===== config.mk =====
export PLATFORM = sky130hd
export DESIGN_NAME = div_unsigned_core_seq
export DESIGN_NICKNAME = d
export VERILOG_FILES = /design/src/rtl/div_unsigned_core_seq_pkg.sv /design/src/rtl/div_unsigned_core_seq_step.sv /design/src/rtl/div_unsigned_core_seq.sv
export SDC_FILE = /design/constraint.sdc
export NUM_CORES = 1
export LEC_CHECK = 0
export ABC_CLOCK_PERIOD_IN_PS = 4700
export CAP_MARGIN = 20
export CORE_MARGIN = 2
export CORE_UTILIZATION = 57
export DETAILED_ROUTE_END_ITERATION = 7
export GPL_TIMING_DRIVEN = 0
export PLACE_DENSITY_LB_ADDON = 0.1
export SYNTH_ARGS = -nofsm -noshare
export SYNTH_HDL_FRONTEND = slang
export SYNTH_HIERARCHICAL = 1
export SYNTH_SLANG_ARGS = --single-unit
export TNS_END_PERCENT = 1

===== constraint.sdc =====
create_clock -name clock -period 4.7 [get_ports clock]
set_clock_uncertainty 0.2 [all_clocks]
set_input_delay 1.41 -clock clock [delete_from_list [all_inputs] [get_ports clock]]
set_output_delay 1.41 -clock clock [all_outputs]
set_load 0.02 [all_outputs]

===== src/rtl/div_unsigned_core_seq_pkg.sv =====
// Shared definitions for the sequential divider: default widths and FSM states.
package div_unsigned_core_seq_pkg;

  localparam int DEF_WIDTH = 32;
  localparam int DEF_CNT_W = 6;

  typedef enum logic [1:0] {
    ST_IDLE = 2'd0,
    ST_RUN  = 2'd1,
    ST_FIX  = 2'd2,
    ST_DONE = 2'd3
  } div_state_t;

endpackage


===== src/rtl/div_unsigned_core_seq_step.sv =====
// One restoring-division step on magnitudes: shift {R,Q} left, trial-subtract |B|,
// keep the difference and set the quotient bit when it does not borrow.
module div_unsigned_core_seq_step #(
  parameter int WIDTH = 32
) (
  input  logic [WIDTH:0]   rem_in,
  input  logic [WIDTH-1:0] quo_in,
  input  logic [WIDTH-1:0] mag_b,
  output logic [WIDTH:0]   rem_out,
  output logic [WIDTH-1:0] quo_out
);

  logic [WIDTH:0]   rem_sh;
  logic [WIDTH-1:0] quo_sh;
  logic [WIDTH+1:0] trial;

  // Shift, trial subtract with an extra top bit that acts as the borrow flag.
  always_comb begin
    rem_sh = {rem_in[WIDTH-1:0], quo_in[WIDTH-1]};
    quo_sh = {quo_in[WIDTH-2:0], 1'b0};
    trial  = {1'b0, rem_sh} - {2'b00, mag_b};
    if (trial[WIDTH+1]) begin
      rem_out = rem_sh;
      quo_out = quo_sh;
    end else begin
      rem_out = trial[WIDTH:0];
      quo_out = {quo_sh[WIDTH-1:1], 1'b1};
    end
  end

endmodule


===== src/rtl/div_unsigned_core_seq.sv =====
// Sequential signed divider: restoring radix-2 on magnitudes, one quotient bit per
// cycle, sign fix-up in a final cycle. Fixed 33-edge latency from ctrl_DIV to rdy.
module div_unsigned_core_seq
  import div_unsigned_core_seq_pkg::*;
#(
  parameter int WIDTH = DEF_WIDTH,
  parameter int CNT_W = DEF_CNT_W
) (
  input  logic             clock,
  input  logic             reset_n,
  input  logic [WIDTH-1:0] dataA,
  input  logic [WIDTH-1:0] dataB,
  input  logic             ctrl_DIV,
  input  logic             ctrl_MULT,
  output logic [WIDTH-1:0] result,
  output logic             exception,
  output logic             rdy
);

  localparam logic [CNT_W-1:0] ITER_CNT = CNT_W'(WIDTH);
  localparam logic [WIDTH-1:0] INT_MIN  = {1'b1, {(WIDTH-1){1'b0}}};
  localparam logic [WIDTH-1:0] ALL_ONES = {WIDTH{1'b1}};

  div_state_t       state, state_nxt;
  logic [CNT_W-1:0] count;
  logic [CNT_W-1:0] count_inc;
  logic [WIDTH:0]   rem_r;
  logic [WIDTH-1:0] quo_r;
  logic [WIDTH-1:0] mag_b;
  logic             sign_q;
  logic             dz;
  logic             ovf;
  logic [WIDTH-1:0] mag_a_in;
  logic [WIDTH-1:0] mag_b_in;
  logic [WIDTH:0]   rem_step;
  logic [WIDTH-1:0] quo_step;

  // Magnitudes of the incoming operands; INT_MIN maps to 2^(WIDTH-1) unsigned.
  always_comb begin
    mag_a_in  = dataA[WIDTH-1] ? -dataA : dataA;
    mag_b_in  = dataB[WIDTH-1] ? -dataB : dataB;
    count_inc = count + CNT_W'(1);
  end

  div_unsigned_core_seq_step #(.WIDTH(WIDTH)) u_step (
    .rem_in  (rem_r),
    .quo_in  (quo_r),
    .mag_b   (mag_b),
    .rem_out (rem_step),
    .quo_out (quo_step)
  );

  // State register.
  always_ff @(posedge clock or negedge reset_n) begin
    if (!reset_n) state <= ST_IDLE;
    else          state <= state_nxt;
  end

  // Next-state logic: MULT aborts, DIV (re)starts, otherwise walk RUN -> FIX -> DONE.
  // NOTE: state_nxt is defaulted first so every path assigns it and no latch is inferred.
  always_comb begin
    state_nxt = state;
    if (ctrl_MULT) begin
      state_nxt = ST_IDLE;
    end else if (ctrl_DIV) begin
      state_nxt = ST_RUN;
    end else begin
      unique case (state)
        ST_IDLE: state_nxt = ST_IDLE;
        ST_RUN:  if (count_inc == ITER_CNT) state_nxt = ST_FIX;
        ST_FIX:  state_nxt = ST_DONE;
        ST_DONE: state_nxt = ST_IDLE;
        default: state_nxt = ST_IDLE;
      endcase
    end
  end

  // Datapath: operand latch on start, one step per RUN edge, sign/flag fix-up in FIX.
  // NOTE: all registered state uses non-blocking assignments so every flop samples pre-edge values.
  always_ff @(posedge clock or negedge reset_n) begin
    if (!reset_n) begin
      count     <= '0;
      rem_r     <= '0;
      quo_r     <= '0;
      mag_b     <= '0;
      sign_q    <= 1'b0;
      dz        <= 1'b0;
      ovf       <= 1'b0;
      result    <= '0;
      exception <= 1'b0;
      rdy       <= 1'b0;
    end else if (ctrl_MULT) begin
      count     <= '0;
      result    <= '0;
      exception <= 1'b0;
      rdy       <= 1'b0;
    end else if (ctrl_DIV) begin
      count  <= '0;
      rem_r  <= '0;
      quo_r  <= mag_a_in;
      mag_b  <= mag_b_in;
      sign_q <= dataA[WIDTH-1] ^ dataB[WIDTH-1];
      dz     <= (dataB == '0);
      ovf    <= (dataA == INT_MIN) && (dataB == ALL_ONES);
      rdy    <= 1'b0;
    end else begin
      unique case (state)
        ST_RUN: begin
          rem_r <= rem_step;
          quo_r <= quo_step;
          count <= count_inc;
        end
        ST_FIX: begin
          if (ovf)         result <= INT_MIN;
          else if (dz)     result <= '0;
          else if (sign_q) result <= -quo_r;
          else             result <= quo_r;
          exception <= dz | ovf;
          rdy       <= 1'b1;
        end
        ST_DONE: rdy <= 1'b0;
        default: ;
      endcase
    end
  end

endmodule

==> out/qor.txt, run 1 <==
antenna violations before repair - 0
Post-CTS Setup Repair Bufs - 0
Final Cycle Share - 87.51%
Setup CP Type - input port to register
Max FO, Critical Path - 8
n_diodes - 0
Die Width - 138.8 µm
port buffer count - 98
post-CTS sizing - 0
Net Sw Frac - 33.26%
IO Pins - 102
Initial DRT Pass Iterations - 5
vias in the first global route - 9,056
clock network fraction of total power - 36.2%
DR vias - 9,801
PwrDens - 308.9 nW/µm²
routability cong. - 0.9560
Hold Crit Class - register to register
RSZ-0062 raised after global routing - no
share of cells above drive strength 1 - 8.192%
vias per cell - 6.188
critical path data required time - 4.79 ns
Final min period - 4.113 ns
H-tree depth - 4
GRT Residual Overflow - 0
max-slew violation count - 0
hold wc startpoint - result[11]$_DFFE_PN0P_
CP Capture Type - register
Worst Setup Start Kind - input port
core area - 17,900 µm²
worst-skew pair later-pin latency - 0.43 ns
clock tree buffer depth - 2
internal power - 0.002524 W
CTS tree - yes
CP max-delay cell - nor4_1
Layout Nets - 1,451
Fmax - 243.1 MHz
max incr delay on CP - 0.71 ns
residual DRC count - 0
Leak Pwr - 5.317 nW
worst slew pin tran - 0.8283 ns
Starting Density - 57.86%
Syn Area/Cell - 8.463 µm²
total power draw - 0.003781 W
peak supply drop - 0.2998 mV
worst relative slew slack - 44.78%
initial DRC count - 984
CP Launch Point - dataB[1]
Worst EP arrival - 4.20 ns
Comb power frac - 25.1%
Layout area overhead - 18.17%
drt total wl - 30.23 mm
Die Span Y - 138.8 µm
cells after synthesis - 1,224
largest net degree at the start of global routing - 83
first-pass GRT wire length - 48.73 mm
number of warnings issued by yosys - 6
setup TNS - 0 ns
status - completed
MaxCap Viol Count - 0
syn nets - 1,333
FF-to-FF Start - quo_r[31]$_DFFE_PN0P_
DP HPWL - 22.45 mm
hold buffers post-CTS - 0
mapped cell area - 10,360 µm²
Antenna Nets Post-Route - 0
root buffer cell - clkbuf_16
Flop pwr share - 38.7%
crit path cell chain - clkdlybuf4s50_1, nor4_1, nand4b_1, or4_1, clkbuf_1, mux2i_1, o22ai_1
final hold viol count - 0
GRT Util Overall - 31.48%
Sw Pwr - 0.001258 W
clk slew on worst S/H paths - 0.06 ns
routed len/inst - 19.08 µm
CTS Sinks - 141
CTS Buf Count - 17
DIE AREA - 19,270 µm²
Cell Rows - 49
final setup fails - 0
[state kept, by name (all words and copies together) (netlist names), 2 cells and up]
signal  cells
state       2
mag_b      32
quo_r      32
rem_r      32
result     32
count       6
[routing by layer]
metal | up-vias | track usage, % | part of all wire, %
met3 | 29 | 6.664 | 9.3
met1 | 4705 | 49.42 | 48
met4 | 0 | 5.210 | 0.94
li1 | 4622 | - | -
met5 | - | 0 | 0
met2 | 445 | 45.37 | 42
[critical path, delay by kind of cell]
family | cells | cell delay, ns
AO/OA/AOI/OAI | 1 | 0.09
buffers and inverters | 2 | 0.68
multiplexers | 1 | 0.20
AND/OR/NAND/NOR | 3 | 1.81
[cells in the final DEF, fill, tap and decap left out, types with 17 or more instances in the layout]
| master | count |
|---|---|
| a21o_1 | 19 |
| a21oi_1 | 54 |
| a22o_1 | 33 |
| buf_4 | 34 |
| clkbuf_1 | 46 |
| clkbuf_16 | 17 |
| clkdlybuf4s50_1 | 97 |
| dfrtp_1 | 141 |
| ha_1 | 40 |
| inv_1 | 54 |
| nand2_1 | 140 |
| nand3_1 | 25 |
| nand4_1 | 28 |
| nor2_1 | 72 |
| nor3_1 | 29 |
| o21ai_0 | 124 |
| o21ai_1 | 18 |
| o31ai_1 | 29 |
| o41ai_1 | 18 |
| xnor2_1 | 28 |
| xor2_1 | 78 |
[per-stage QoR]
step	utilization [%]	cells	hold WS, ns	worst slack (ns)	area (µm²)
detailed placement	65.10	1552	0.2664	0.2413	11650
CTS	68.37	1584	0.2848	0.6676	12240
floorplan	-	1224	0.2432	1.160	10360
global route	68.37	1584	0.3165	0.3616	12240
finish	68.37	1584	0.2769	0.5870	12240
global placement	64.94	1551	0.2606	-3.726	11630
[power by group through the flow]
stage | logic [W] | clock network [W] | registers, W
2_1_floorplan | 0.000634 | 0 | 0.00144
3_5_place_dp | 0.000928 | 0 | 0.00148
6_report | 0.000949 | 0.00137 | 0.00146
5_1_grt | 0.00105 | 0.00142 | 0.00147
4_1_cts | 0.000938 | 0.00138 | 0.00146
3_3_place_gp | 0.000906 | 0 | 0.00147
[layout make-up]
| type | instances | area, µm² |
|---|---|---|
| buffer | 102 | 576.8 |
| clock buffer | 17 | 425.4 |
| multi-input combinational | 927 | 6051 |
| tap | 229 | 286.5 |
| timing repair buffer | 99 | 1010 |
| sequential | 141 | 3528 |
| clock inverter | 15 | 160.2 |
| fill | 1517 | 5662 |
| inverter | 54 | 202.7 |
[final timing paths]
check,slack [ns],cells past startpoint,end
min,0.28,2,result[11]$_DFFE_PN0P_
min in group asynchronous,0.75,1,result[10]$_DFFE_PN0P_
min reg2reg,0.28,2,result[11]$_DFFE_PN0P_
max in group asynchronous,2.72,2,rem_r[23]$_DFFE_PN0P_
max,0.59,7,mag_b[25]$_DFFE_PN0P_
max reg2reg,1.16,12,rem_r[26]$_DFFE_PN0P_
Power figures use the tool's default switching activity.
==> inputs of run 2 (changes only) <==
--- a/config.mk
+++ b/config.mk
@@ -5,10 +5,11 @@
 export SDC_FILE = /design/constraint.sdc
 export NUM_CORES = 1
 export LEC_CHECK = 0
+export ABC_AREA = 1
 export ABC_CLOCK_PERIOD_IN_PS = 4700
 export CAP_MARGIN = 20
 export CORE_MARGIN = 2
-export CORE_UTILIZATION = 57
+export CORE_UTILIZATION = 54
 export DETAILED_ROUTE_END_ITERATION = 7
 export GPL_TIMING_DRIVEN = 0
 export PLACE_DENSITY_LB_ADDON = 0.1
==> run 2 against run 1 <==
  * Sequential cell count is the same
  * Highest routed layer unchanged
  * Core utilization shrank 4.6 points
  * Total power grew 4.4%
  * Largest power group unchanged
  * Global-route usage grew 2.2 points
==> out/qor.txt, run 2 <==
worst relative slew slack - 50.25% (was 44.78%)
filler instances - 2,052 (was 1,517)
Starting Density - 54.73% (was 57.86%)
max incr delay on CP - 0.41 ns (was 0.71 ns)
clk slew on worst S/H paths - 0.07 ns (was 0.06 ns)
status - completed (unchanged)
initial DRC count - 1,244 (was 984)
CTS Sinks - 141 (unchanged)
CP max-delay cell - clkdlybuf4s50_1 (was nor4_1)
Worst Setup Start Kind - input port (unchanged)
Reg2Reg Depth - 15 (was 12)
cells after synthesis - 1,851 (was 1,224)
worst-skew pair later-pin latency - 0.44 ns (was 0.43 ns)
hold wc startpoint - result[26]$_DFFE_PN0P_ (was result[11]$_DFFE_PN0P_)
post-CTS sizing - 0 (unchanged)
IO Pins - 102 (unchanged)
Syn Area/Cell - 6.413 µm² (was 8.463 µm²)
Fin Hold WS - 0.2835 ns (was 0.2769 ns)
FF-to-FF Start - quo_r[31]$_DFFE_PN0P_ (unchanged)
worst hold path endpoint - result[26]$_DFFE_PN0P_ (was result[11]$_DFFE_PN0P_)
Max FO, Critical Path - 6 (was 8)
Hold Crit Class - register to register (unchanged)
most common cell after layout, fill and taps aside - nand2_1 (was dfrtp_1)
Cell Rows - 54 (was 49)
Initial DRT Pass Iterations - 6 (was 5)
share of cells above drive strength 1 - 8.930% (was 8.192%)
vias per cell - 5.544 (was 6.188)
final setup fails - 0 (unchanged)
R2R Setup Slk - 1.89 ns (was 1.16 ns)
port buffer count - 98 (unchanged)
placed instance area - 13,230 µm² (was 11,650 µm²)
routed len/inst - 17.10 µm (was 19.08 µm)
vias in the first global route - 11.77k (was 9,056)
most numerous cell on the critical path - nand2_1
crit path cell chain - clkdlybuf4s50_1, inv_2, ha_1, nand3_1, nand2_1, o21ai_1, nor2_2, nand2_1, nand2_1, nand3_1, nand2_1, o21ai_1 (was clkdlybuf4s50_1, nor4_1, nand4b_1, or4_1, clkbuf_1, mux2i_1, o22ai_1)
routability cong. - 1.000 (was 0.9560)
Die Width - 152.3 µm (was 138.8 µm)
worst slew pin tran - 0.7463 ns (was 0.8283 ns)
H-tree depth - 4 (unchanged)
Post-CTS Setup Repair Bufs - 0 (unchanged)
final hold viol count - 0 (unchanged)
CTS tree - yes (unchanged)
CP Launch Point - dataA[1] (was dataB[1])
Worst EP arrival - 3.25 ns (was 4.20 ns)
first-pass GRT wire length - 62.60 mm (was 48.73 mm)
CTS Buf Count - 17 (unchanged)
peak supply drop - 0.1999 mV (was 0.2998 mV)
GRT Residual Overflow - 0 (unchanged)
max-slew violation count - 0 (unchanged)
antenna violations before repair - 0 (unchanged)
drt total wl - 38.67 mm (was 30.23 mm)
most frequent cells in the layout - 587 x nand2_1, 234 x inv_1, 192 x nor2_1, 157 x nand3_1, 141 x dfrtp_1 (was 141 x dfrtp_1, 140 x nand2_1, 124 x o21ai_0, 97 x clkdlybuf4s50_1, 78 x xor2_1)
largest net degree at the start of global routing - 77 (was 83)
Post-Layout Inst Area - 13,820 µm² (was 12,240 µm²)
Antenna Nets Post-Route - 0 (unchanged)
number of warnings issued by yosys - 6 (unchanged)
n_diodes - 0 (unchanged)
Final min period - 3.151 ns (was 4.113 ns)
RR Endpoint - rem_r[28]$_DFFE_PN0P_ (was rem_r[26]$_DFFE_PN0P_)
Die Span Y - 152.3 µm (was 138.8 µm)
Layout Nets - 2,078 (was 1,451)
DIE AREA - 23,180 µm² (was 19,270 µm²)
mapped cell area - 11,870 µm² (was 10,360 µm²)
dpl cells - 2,230 (was 1,552)
PwrDens - 285.7 nW/µm² (was 308.9 nW/µm²)
worst hold stages - 2 (unchanged)
core area - 21,690 µm² (was 17,900 µm²)
DP HPWL - 30.81 mm (was 22.45 mm)
clock tree buffer depth - 2 (unchanged)
syn nets - 1,960 (was 1,333)
RSZ-0062 raised after global routing - no (unchanged)
DR vias - 12.54k (was 9,801)
residual DRC count - 0 (unchanged)
GRT Util Overall - 33.71% (was 31.48%)
Cell Count, Final, Fillers Out - 2,262 (was 1,584)
MaxCap Viol Count - 0 (unchanged)
hold buffers post-CTS - 0 (unchanged)
Final Cycle Share - 67.05% (was 87.51%)
Setup CP Type - input port to register (unchanged)
Fmax - 317.3 MHz (was 243.1 MHz)
root buffer cell - clkbuf_16 (unchanged)
Layout area overhead - 16.44% (was 18.17%)
CP Capture Type - register (unchanged)
setup TNS - 0 ns (unchanged)
critical path data required time - 4.80 ns (was 4.79 ns)
Leak Pwr - 7.230 nW (was 5.317 nW)
-- run 2: area by class of cell --
type	instances	area (µm²)	share of cell area (%)
buffer	85	553.0	4.001
clock buffer	17	425.4	3.078
clock inverter	15	166.4	1.204
inverter	248	935.9	6.771
multi-input combinational	1377	6853	49.58
sequential	141	3528	25.53
tap	280	350.3	2.535
timing repair buffer	99	1010	7.305
-- run 2: where the power goes --
| part | switching [W] | internal [W] | leakage [nW] |
|---|---|---|---|
| logic | 0.000727 | 0.000408 | 5.08 |
| clock network | 0.000654 | 0.000717 | 0.291 |
| registers | 0.000120 | 0.00132 | 1.85 |
-- run 2: how the worst max path moves through the flow --
stage                            end  slack [ns]  cells past startpoint
2_1_floorplan  quo_r[30]$_DFFE_PN0P_        1.98                     11
3_3_place_gp   mag_b[17]$_DFFE_PN0P_       -3.82                      1
3_5_place_dp   rem_r[14]$_DFFE_PN0P_        1.15                      6
4_1_cts        rem_r[14]$_DFFE_PN0P_        1.60                      6
5_1_grt        quo_r[28]$_DFFE_PN0P_        1.37                     12
6_report       quo_r[22]$_DFFE_PN0P_        1.55                     12
-- run 2: per-stage QoR --
| stage | utilization [%] | setup slack (ns) | power [W] |
|---|---|---|---|
| after CTS | 63.73 | 1.600 | 0.003931 |
| after detailed placement | 61.00 | 1.148 | 0.002569 |
| final | 63.73 | 1.549 | 0.003949 |
| after floorplan | - | 1.977 | 0.002176 |
| after global placement | 60.87 | -3.824 | 0.002545 |
| after global routing | 63.73 | 1.368 | 0.004144 |
-- run 2: per-layer routing --
| metal | track usage, % | routed length, µm | vias up | share of wire, % |
|---|---|---|---|---|
| met5 | 0 | 0 | - | 0 |
| met4 | 8.678 | 588 | 0 | 1.5 |
| met3 | 6.342 | 3399 | 53 | 8.8 |
| met2 | 50.79 | 16530 | 518 | 43 |
| met1 | 49.87 | 18160 | 5848 | 47 |
| li1 | - | - | 6122 | - |
-- run 2: critical path, delay by kind of cell --
family                     cells  cell delay [ns]
AOI/OAI and AO/OA              2             0.22
buffers and inverters          2             0.49
adders and majority gates      1             0.17
and+or+nand+nor                7             0.96
